==> src/rtl/rs_alu.sv <==
// Integer ALU reservation station: captures CDB results and issues the oldest ready entry.
// Wakeup-to-issue takes 1 cycle; dispatch stalls at full and issue holds while issue_ready is low.
module rs_alu #(
  parameter int DEPTH = 4,
  parameter int TAG_W = 5,
  parameter int XLEN  = 32,
  parameter int OP_W  = 4,
  localparam int IDX_W = $clog2(DEPTH),
  localparam int CNT_W = IDX_W + 1
) (
  input  logic             clk,
  input  logic             rst_n,
  input  logic             flush,
  input  logic             disp_valid,
  output logic             disp_ready,
  input  logic [OP_W-1:0]  disp_op,
  input  logic [TAG_W-1:0] disp_rob_tag,
  input  logic             disp_rs1_pending,
  input  logic [TAG_W-1:0] disp_rs1_tag,
  input  logic [XLEN-1:0]  disp_rs1_val,
  input  logic             disp_rs2_pending,
  input  logic [TAG_W-1:0] disp_rs2_tag,
  input  logic [XLEN-1:0]  disp_rs2_val,
  input  logic             cdb_valid,
  input  logic [TAG_W-1:0] cdb_tag,
  input  logic [XLEN-1:0]  cdb_data,
  output logic             issue_valid,
  input  logic             issue_ready,
  output logic [OP_W-1:0]  issue_op,
  output logic [TAG_W-1:0] issue_rob_tag,
  output logic [XLEN-1:0]  issue_a,
  output logic [XLEN-1:0]  issue_b,
  output logic [CNT_W-1:0] count
);

  typedef struct packed {
    logic             pending;
    logic [TAG_W-1:0] tag;
    logic [XLEN-1:0]  val;
  } src_t;

  typedef struct packed {
    logic             busy;
    logic [OP_W-1:0]  op;
    logic [TAG_W-1:0] rob_tag;
    src_t             rs1;
    src_t             rs2;
    logic [IDX_W-1:0] age;
  } ent_t;

  ent_t             ent_q [DEPTH];
  ent_t             ent_d [DEPTH];
  logic [CNT_W-1:0] count_q, count_d;
  logic [DEPTH-1:0] rdy;
  logic             sel_found;
  logic [IDX_W-1:0] sel_idx, sel_age, free_idx, new_age;
  logic             disp_fire, issue_fire;
  src_t             disp_s1, disp_s2;

  // Full-width tag match against the CDB; a hit clears pending and takes the broadcast value.
  function automatic src_t capture(input src_t s, input logic hit_en, input logic [TAG_W-1:0] tag,
                                   input logic [XLEN-1:0] data);
    src_t r;
    r = s;
    if (s.pending && hit_en && (s.tag == tag)) begin
      r.pending = 1'b0;
      r.val     = data;
    end
    return r;
  endfunction

  always_comb begin
    for (int i = 0; i < DEPTH; i++) begin
      rdy[i] = ent_q[i].busy && !ent_q[i].rs1.pending && !ent_q[i].rs2.pending;
    end
  end

  always_comb begin
    sel_found = 1'b0;
    sel_idx   = '0;
    sel_age   = '0;
    for (int i = 0; i < DEPTH; i++) begin
      if (rdy[i] && (!sel_found || (ent_q[i].age < sel_age))) begin
        sel_found = 1'b1;
        sel_idx   = IDX_W'(i);
        sel_age   = ent_q[i].age;
      end
    end
  end

  always_comb begin
    free_idx = '0;
    for (int i = DEPTH - 1; i >= 0; i--) begin
      if (!ent_q[i].busy) free_idx = IDX_W'(i);
    end
  end

  assign disp_ready  = (count_q < CNT_W'(DEPTH));
  assign disp_fire   = disp_valid && disp_ready;
  assign issue_valid = sel_found;
  assign issue_fire  = issue_valid && issue_ready;
  assign count       = count_q;
  // The newcomer is youngest among what remains after this cycle's issue.
  assign new_age     = IDX_W'(count_q - CNT_W'(issue_fire));

  always_comb begin
    disp_s1 = capture('{pending: disp_rs1_pending, tag: disp_rs1_tag, val: disp_rs1_val},
                      cdb_valid, cdb_tag, cdb_data);
    disp_s2 = capture('{pending: disp_rs2_pending, tag: disp_rs2_tag, val: disp_rs2_val},
                      cdb_valid, cdb_tag, cdb_data);
  end

  always_comb begin
    ent_d = ent_q;
    for (int i = 0; i < DEPTH; i++) begin
      if (ent_q[i].busy) begin
        ent_d[i].rs1 = capture(ent_q[i].rs1, cdb_valid, cdb_tag, cdb_data);
        ent_d[i].rs2 = capture(ent_q[i].rs2, cdb_valid, cdb_tag, cdb_data);
        if (issue_fire && (IDX_W'(i) == sel_idx)) begin
          ent_d[i].busy = 1'b0;
        end else if (issue_fire && (ent_q[i].age > sel_age)) begin
          ent_d[i].age = ent_q[i].age - 1'b1;
        end
      end
    end
    if (disp_fire) begin
      ent_d[free_idx].busy    = 1'b1;
      ent_d[free_idx].op      = disp_op;
      ent_d[free_idx].rob_tag = disp_rob_tag;
      ent_d[free_idx].rs1     = disp_s1;
      ent_d[free_idx].rs2     = disp_s2;
      ent_d[free_idx].age     = new_age;
    end
    if (flush) begin
      for (int i = 0; i < DEPTH; i++) ent_d[i].busy = 1'b0;
    end
  end

  always_comb begin
    if (flush) count_d = '0;
    else       count_d = count_q + CNT_W'(disp_fire) - CNT_W'(issue_fire);
  end

  always_ff @(posedge clk or negedge rst_n) begin
    if (!rst_n) begin
      for (int i = 0; i < DEPTH; i++) ent_q[i] <= '0;
      count_q <= '0;
    end else begin
      for (int i = 0; i < DEPTH; i++) ent_q[i] <= ent_d[i];
      count_q <= count_d;
    end
  end

  always_comb begin
    issue_op      = '0;
    issue_rob_tag = '0;
    issue_a       = '0;
    issue_b       = '0;
    if (sel_found) begin
      issue_op      = ent_q[sel_idx].op;
      issue_rob_tag = ent_q[sel_idx].rob_tag;
      issue_a       = ent_q[sel_idx].rs1.val;
      issue_b       = ent_q[sel_idx].rs2.val;
    end
  end

endmodule

==> config.mk <==
export PLATFORM = sky130hd
export DESIGN_NAME = rs_alu
export DESIGN_NICKNAME = d
export VERILOG_FILES = /design/src/rtl/rs_alu.sv
export SDC_FILE = /design/constraint.sdc
export NUM_CORES = 1
export LEC_CHECK = 0
export CORE_MARGIN = 10
export CORE_UTILIZATION = 55
export DETAILED_ROUTE_END_ITERATION = 10
export GPL_ROUTABILITY_DRIVEN = 0
export PLACE_DENSITY = 0.79
export RECOVER_POWER = 25
export SLEW_MARGIN = 10
export SYNTH_ARGS = -nofsm -noshare
export SYNTH_HDL_FRONTEND = slang
export SYNTH_SLANG_ARGS = --single-unit
==> constraint.sdc <==
create_clock -name clk -period 7.6 [get_ports clk]
set_input_delay 1.52 -clock clk [delete_from_list [all_inputs] [get_ports clk]]
set_output_delay 1.52 -clock clk [all_outputs]
set_load 0.005 [all_outputs]
---- Word-level counts from Yosys, hierarchy flattened ----
Cells that the tools add are included.
Widths: inputs -> output; s select.
storage, ports and cells
  register bits after elaboration ......... 355
operators by class
  reduce and logical (&&, ||, !) cells .... 57
  $lt $le $gt $ge ......................... 11
  mux-type cells .......................... 86
  bitwise gates (word level) .............. 2
  add/subtract/negate cells ............... 7
  eq/ne operators ......................... 13
operators by type and width
  kind                 number
  $bwmux 352           6
  $demux 88 s2         6
  $mux 78              5
  $mux 32              12
  $mux 352             1
  $mux 87              3
  $bmux 88 s2          1
  $mux 88              1
  $mux 83              1
  $eq 5x5->1           10
  $logic_and 1x1->1    42
  $mux 40              1
  $mux 2               19
  $mux 1               27
  $logic_not 1->1      11
  $gt 2x2->1           4
  $sub 2x1->2 const B  4
  $ge 3x3->1 const B   2
  $lt 2x2->1           3
  $not 2->3            2
  $mux 5               1
  $eq 2x2->1 const A   2
  $mux 4               1
  $add 3x1->3          1
  8 further kinds      10

---- Logic depth before layout (Yosys ltp) ----
  depth after elaboration ................. 29
  depth in mapped cells ................... 28

---- Worst setup path before layout ----
Ideal clock, no wire load.
  kind .................................... register to output
  start ................................... reg ent_q[351] (netlist name)
  end ..................................... out issue_b[29]
  slack ................................... 1356 ps
  data required time ...................... 6080 ps
  arrival ................................. 4724 ps
  stages on the path, launching flop included .. 21
  cells stage by stage .................... dfrtp_1 -> buf_4 -> nor3b_2 -> nand2_1 -> ha_1 -> a21oi_1 -> o21ai_0 -> mux2_2 -> ha_1 -> o41ai_4 -> buf_2 -> mux2i_1 -> ha_1 -> o22ai_1 -> and2_1 -> a41o_1 -> buf_6 -> clkbuf_1 -> clkbuf_1 -> a221oi_1 -> o21ai_1
on the way
  word-level cells in the longest chain between the ends .. 20
ends and longest elaborated chain
  item                                                  RTL line  text
  $logic_and 1x1->1 * (2 in series)                     74        rdy[i] = ent_q[i].busy && !ent_q[i].rs1.pending && !ent_q[i].rs2.pending;
  $mux 2 / $mux 1 (equally long branches)               83        if (rdy[i] && (!sel_found || (ent_q[i].age < sel_age))) begin
  $lt 2x2->1 / $logic_not 1->1 (equally long branches)  83
  $logic_or 1x1->1                                      83
  $logic_and 1x1->1                                     83
  $mux 2 / $mux 1 (equally long branches)               83
  $lt 2x2->1 / $logic_not 1->1 (equally long branches)  83
  $logic_or 1x1->1                                      83
  [2 not listed]                                        --
  $lt 2x2->1 / $logic_not 1->1 (equally long branches)  83
  $logic_or 1x1->1                                      83
  $logic_and 1x1->1                                     83
  $mux 2                                                83
  $not 2->3 (implied by the code)                       163       issue_b = ent_q[sel_idx].rs2.val;
  $bmux 88 s2                                           163
  $mux 87 (implied by the code) (2 in series)           163
  $mux 32 *                                             159       if (sel_found) begin
  end: declaration                                      32        output logic [XLEN-1:0] issue_b,
Every way passes the cells marked *; elsewhere a longest branch is shown, timed or not. The select of a mux whose other input is x is not followed.

---- Worst setup path after layout ----
  start ................................... reg ent_q[351] (netlist name)
  end ..................................... out issue_a[0]
on the way
  word-level cells in the longest chain between the ends .. 20
ends and longest elaborated chain
  item                                                  RTL line  text
  $logic_and 1x1->1 * (2 in series)                     74
  $mux 2 / $mux 1 (equally long branches)               83
  $lt 2x2->1 / $logic_not 1->1 (equally long branches)  83
  $logic_or 1x1->1                                      83
  $logic_and 1x1->1                                     83
  $mux 2 / $mux 1 (equally long branches)               83
  $lt 2x2->1 / $logic_not 1->1 (equally long branches)  83
  $logic_or 1x1->1                                      83
  [2 not listed]                                        --
  $lt 2x2->1 / $logic_not 1->1 (equally long branches)  83
  $logic_or 1x1->1                                      83
  $logic_and 1x1->1                                     83
  $mux 2                                                83
  $not 2->3 (implied by the code)                       162       issue_a = ent_q[sel_idx].rs1.val;
  $bmux 88 s2                                           162
  $mux 87 (2 in series)                                 --
  $mux 32 *                                             159
  end: declaration                                      31        output logic [XLEN-1:0] issue_a,
Marks and branches as above.

==> impl_metrics.ini <==
[worst_hold_path]
hold_end = ent_q[343]
hp-class = reg2reg
whs_path_depth = 2
hold_start = ent_q[343]

[yosys]
yosys-top-cells-count = nor2_1 (613), dfrtp_1 (355), o22ai_1 (267)
synth_flop_cell = dfrtp_1
synth.most_common_cell = nor2_1
synth_edf_count = 0
ys_seq_area_share_pct = 50.7
synth_area_um2 = 17500
syn_nets = 2200
ys_ff_latch = 355
ys_warn_count = 0
async_flop_share_pct = 100
synth.area.top_cells = dfrtp_1 (51%), nor2_1 (13%), o22ai_1 (9.5%)
syn_inst = 2057
avgSynthCellArea_um2 = 8.52
yosysTopAreaCell = dfrtp_1
synth.distinct_cells = 54
yosys.area.top_type_share_pct = 50.7

[timing]
setup_viol = 0
hold_viol_final = 0
finalSetupTns_ns = 0
tightest_slew_ns = 4.35
slew_violations = 157
grt_setup_unrepaired = false
timing.fmax_mhz = 137
slew_headroom_pct = -190
period_needed_ns = 7.28
skew_ns = 0.0245
fin_crit_sh_pct = 95.8
fin_ws_ns = 0.321

[floorplan]
die_w_um = 199
core_area_um2 = 31500
dieHeight_um = 199
die_area_um2 = 39400
rows = 65
io_pins = 206
start_util_pct = 55.7

[drt]
wl_met3_mm = 7.57
drt-total-wl_mm = 60.4
met2_length_mm = 27.4
firstDrtPassIters = 6
drt_iter0_drc = 2266
ant_nets = 0
via_per_inst = 6.53
drc = 0
highest_layer = met5
drt-met1-wl_mm = 23.8
wl_per_cell_um = 23.3
dr_total_vias = 16910

[final_layout]
postLayoutCoreUtil_pct = 66.9
drive_gt1_share_pct = 6.92
areaGrowthSynthToFinish_pct = 20.1
fin_cells = 2588
final_nets = 2294
final_area_um2 = 21000

[grt]
grtUsageTotal_pct = 30.2
grt.overflow.total = 0
antenna_found_initial = 5
grt_max_degree = 202
grt_pass1_vias = 16863
grt_pass1_wl_mm = 95.0

[place]
port_buffers = 205
dpl_worst_slack_ns = 0.939
place_hpwl_mm = 36.4
place_area_um2 = 19700
dp_cells = 2512

[pwr]
power_per_cell_area_nw_per_um2 = 326
p_leak_nw = 9.41
vdd.ir_drop.worst_mv = 0.174

[critical_path]
critPathMaxFanout = 68
cp.required_ns = 6.08
arrival_ns = 5.76
r2r_cells = 24
critPathKind = reg2out
r2r-start = ent_q[351]
cp-end-kind = primary output
r2r_end = ent_q[177]
r2r_slack_ns = 1.61
startpoint_type = flip-flop

[flow_run]
drv_cap = 2

[clock_tree]
worstSkewPairLatency_ns = 0.54
cts_sinks = 355
clk_path_buf_depth = 3
clockRootBuffer = clkbuf_16
numCtsBuffers = 39
clkTransAtPathRegs_ns = 0.06
cts_setup_buffers = 0
h-tree-depth = 2
cts_tree = built

[status]
status = finished, violations left
violations = capacitance limit, slew limit
worst max-delay path, stage by stage, from the launching register on:
cell	delay [ns]
dfrtp_1	0.52
nor3b_4	0.33
nand2_1	0.12
ha_1	0.31
a21oi_1	0.08
o21ai_0	0.25
mux2_2	0.39
ha_1	0.25
o22ai_1	0.18
nand2_1	0.13
o41ai_4	0.08
mux2i_1	0.27
ha_1	0.20
o22ai_1	0.08
and2_1	0.20
a41o_2	0.29
nor3_4	0.24
buf_12	0.37
nand3_1	0.12
o21ai_1	0.22
clkdlybuf4s50_1	0.57
sequential cells by signal (all words and copies together), names as in the netlist:
register and flops:
count 3, ent_q 352
worst max-delay path by stage:
| stage | start | to | depth (start not counted) |
|---|---|---|---|
| 4_1_cts | ent_q[351] | issue_b[21] | 20 |
| 2_1_floorplan | ent_q[351] | issue_b[29] | 20 |
| 6_report | ent_q[351] | issue_a[0] | 20 |
| 3_3_place_gp | ent_q[351] | issue_b[21] | 18 |
| 5_1_grt | ent_q[351] | issue_b[21] | 20 |
| 3_5_place_dp | ent_q[351] | issue_b[21] | 20 |
routing by layer:
metal / track usage, % / vias up
met3: 7.86 / 160
met5: 0 / -
li1: - / 7312
met2: 46.2 / 1165
met1: 41.0 / 8271
met4: 10.1 / 2
layout by cell type (no fill, tap or decap), types with 2 or more instances in the layout:
cell type	n
nand3_1	82
nor3b_1	2
clkinv_2	9
xnor2_1	42
clkdlybuf4s50_1	204
diode_2	5
a211oi_1	3
dfrtp_1	355
bufinv_16	5
ha_1	14
nand2b_1	2
nor2_2	6
mux2_2	20
nor2b_1	7
mux2i_1	2
nor3_1	9
nand2_1	195
buf_4	29
clkbuf_1	7
nor2_1	606
buf_12	5
a21oi_1	9
inv_1	16
a311oi_1	2
o22ai_1	267
xor2_1	13
o21ai_0	15
o21ai_1	78
clkbuf_8	8
clkbuf_16	41
or2_2	6
nand2b_2	2
a21oi_2	3
a221oi_1	71
and2_1	2
o2111ai_1	3
nand4_1	10
stage by stage:
step           power [mW]  hold slack (ns)
6_report             6.85            0.475
5_1_grt              7.21            0.497
4_1_cts              6.83            0.478
3_5_place_dp         4.80            0.461
3_3_place_gp         4.69            0.458
2_1_floorplan        3.97            0.445
kinds of logic after synthesis:
family / after synthesis / share of synthesized area [%]
multiplexers: 22 / 1.40
adder cells (fa/ha/maj): 15 / 1.11
flip-flops: 355 / 50.7
XOR/XNOR: 55 / 2.75
AO/OA/AOI/OAI: 465 / 17.4
AND/OR/NAND/NOR: 942 / 21.6
buffers and inverters: 203 / 5.04
final cells by class:
| type | instances | area [µm²] |
|---|---|---|
| diodes | 5 | 12.5 |
| inverters | 16 | 60.1 |
| clock buffers | 55 | 1160 |
| well taps | 402 | 503 |
| repair buffers | 240 | 2370 |
| fillers | 2445 | 10400 |
| multi-input cells | 1499 | 7830 |
| clock inverters | 16 | 224 |
| flip-flops and latches | 355 | 8880 |
report_power, final:
| group | internal, mW | switching [mW] | total, mW |
|---|---|---|---|
| logic | 0.848 | 1.02 | 1.87 |
| registers | 2.54 | 0.414 | 2.95 |
| clock network | 1.24 | 0.784 | 2.02 |
| total | 4.63 | 2.22 | 6.85 |
repair_timing:
action	CTS	global route
hold buffers	0	0
setup endpoints to repair	0	13
gates resized for setup	0	1
endpoints found under the hold margin	0	0
(Power assumes the default switching activity.)
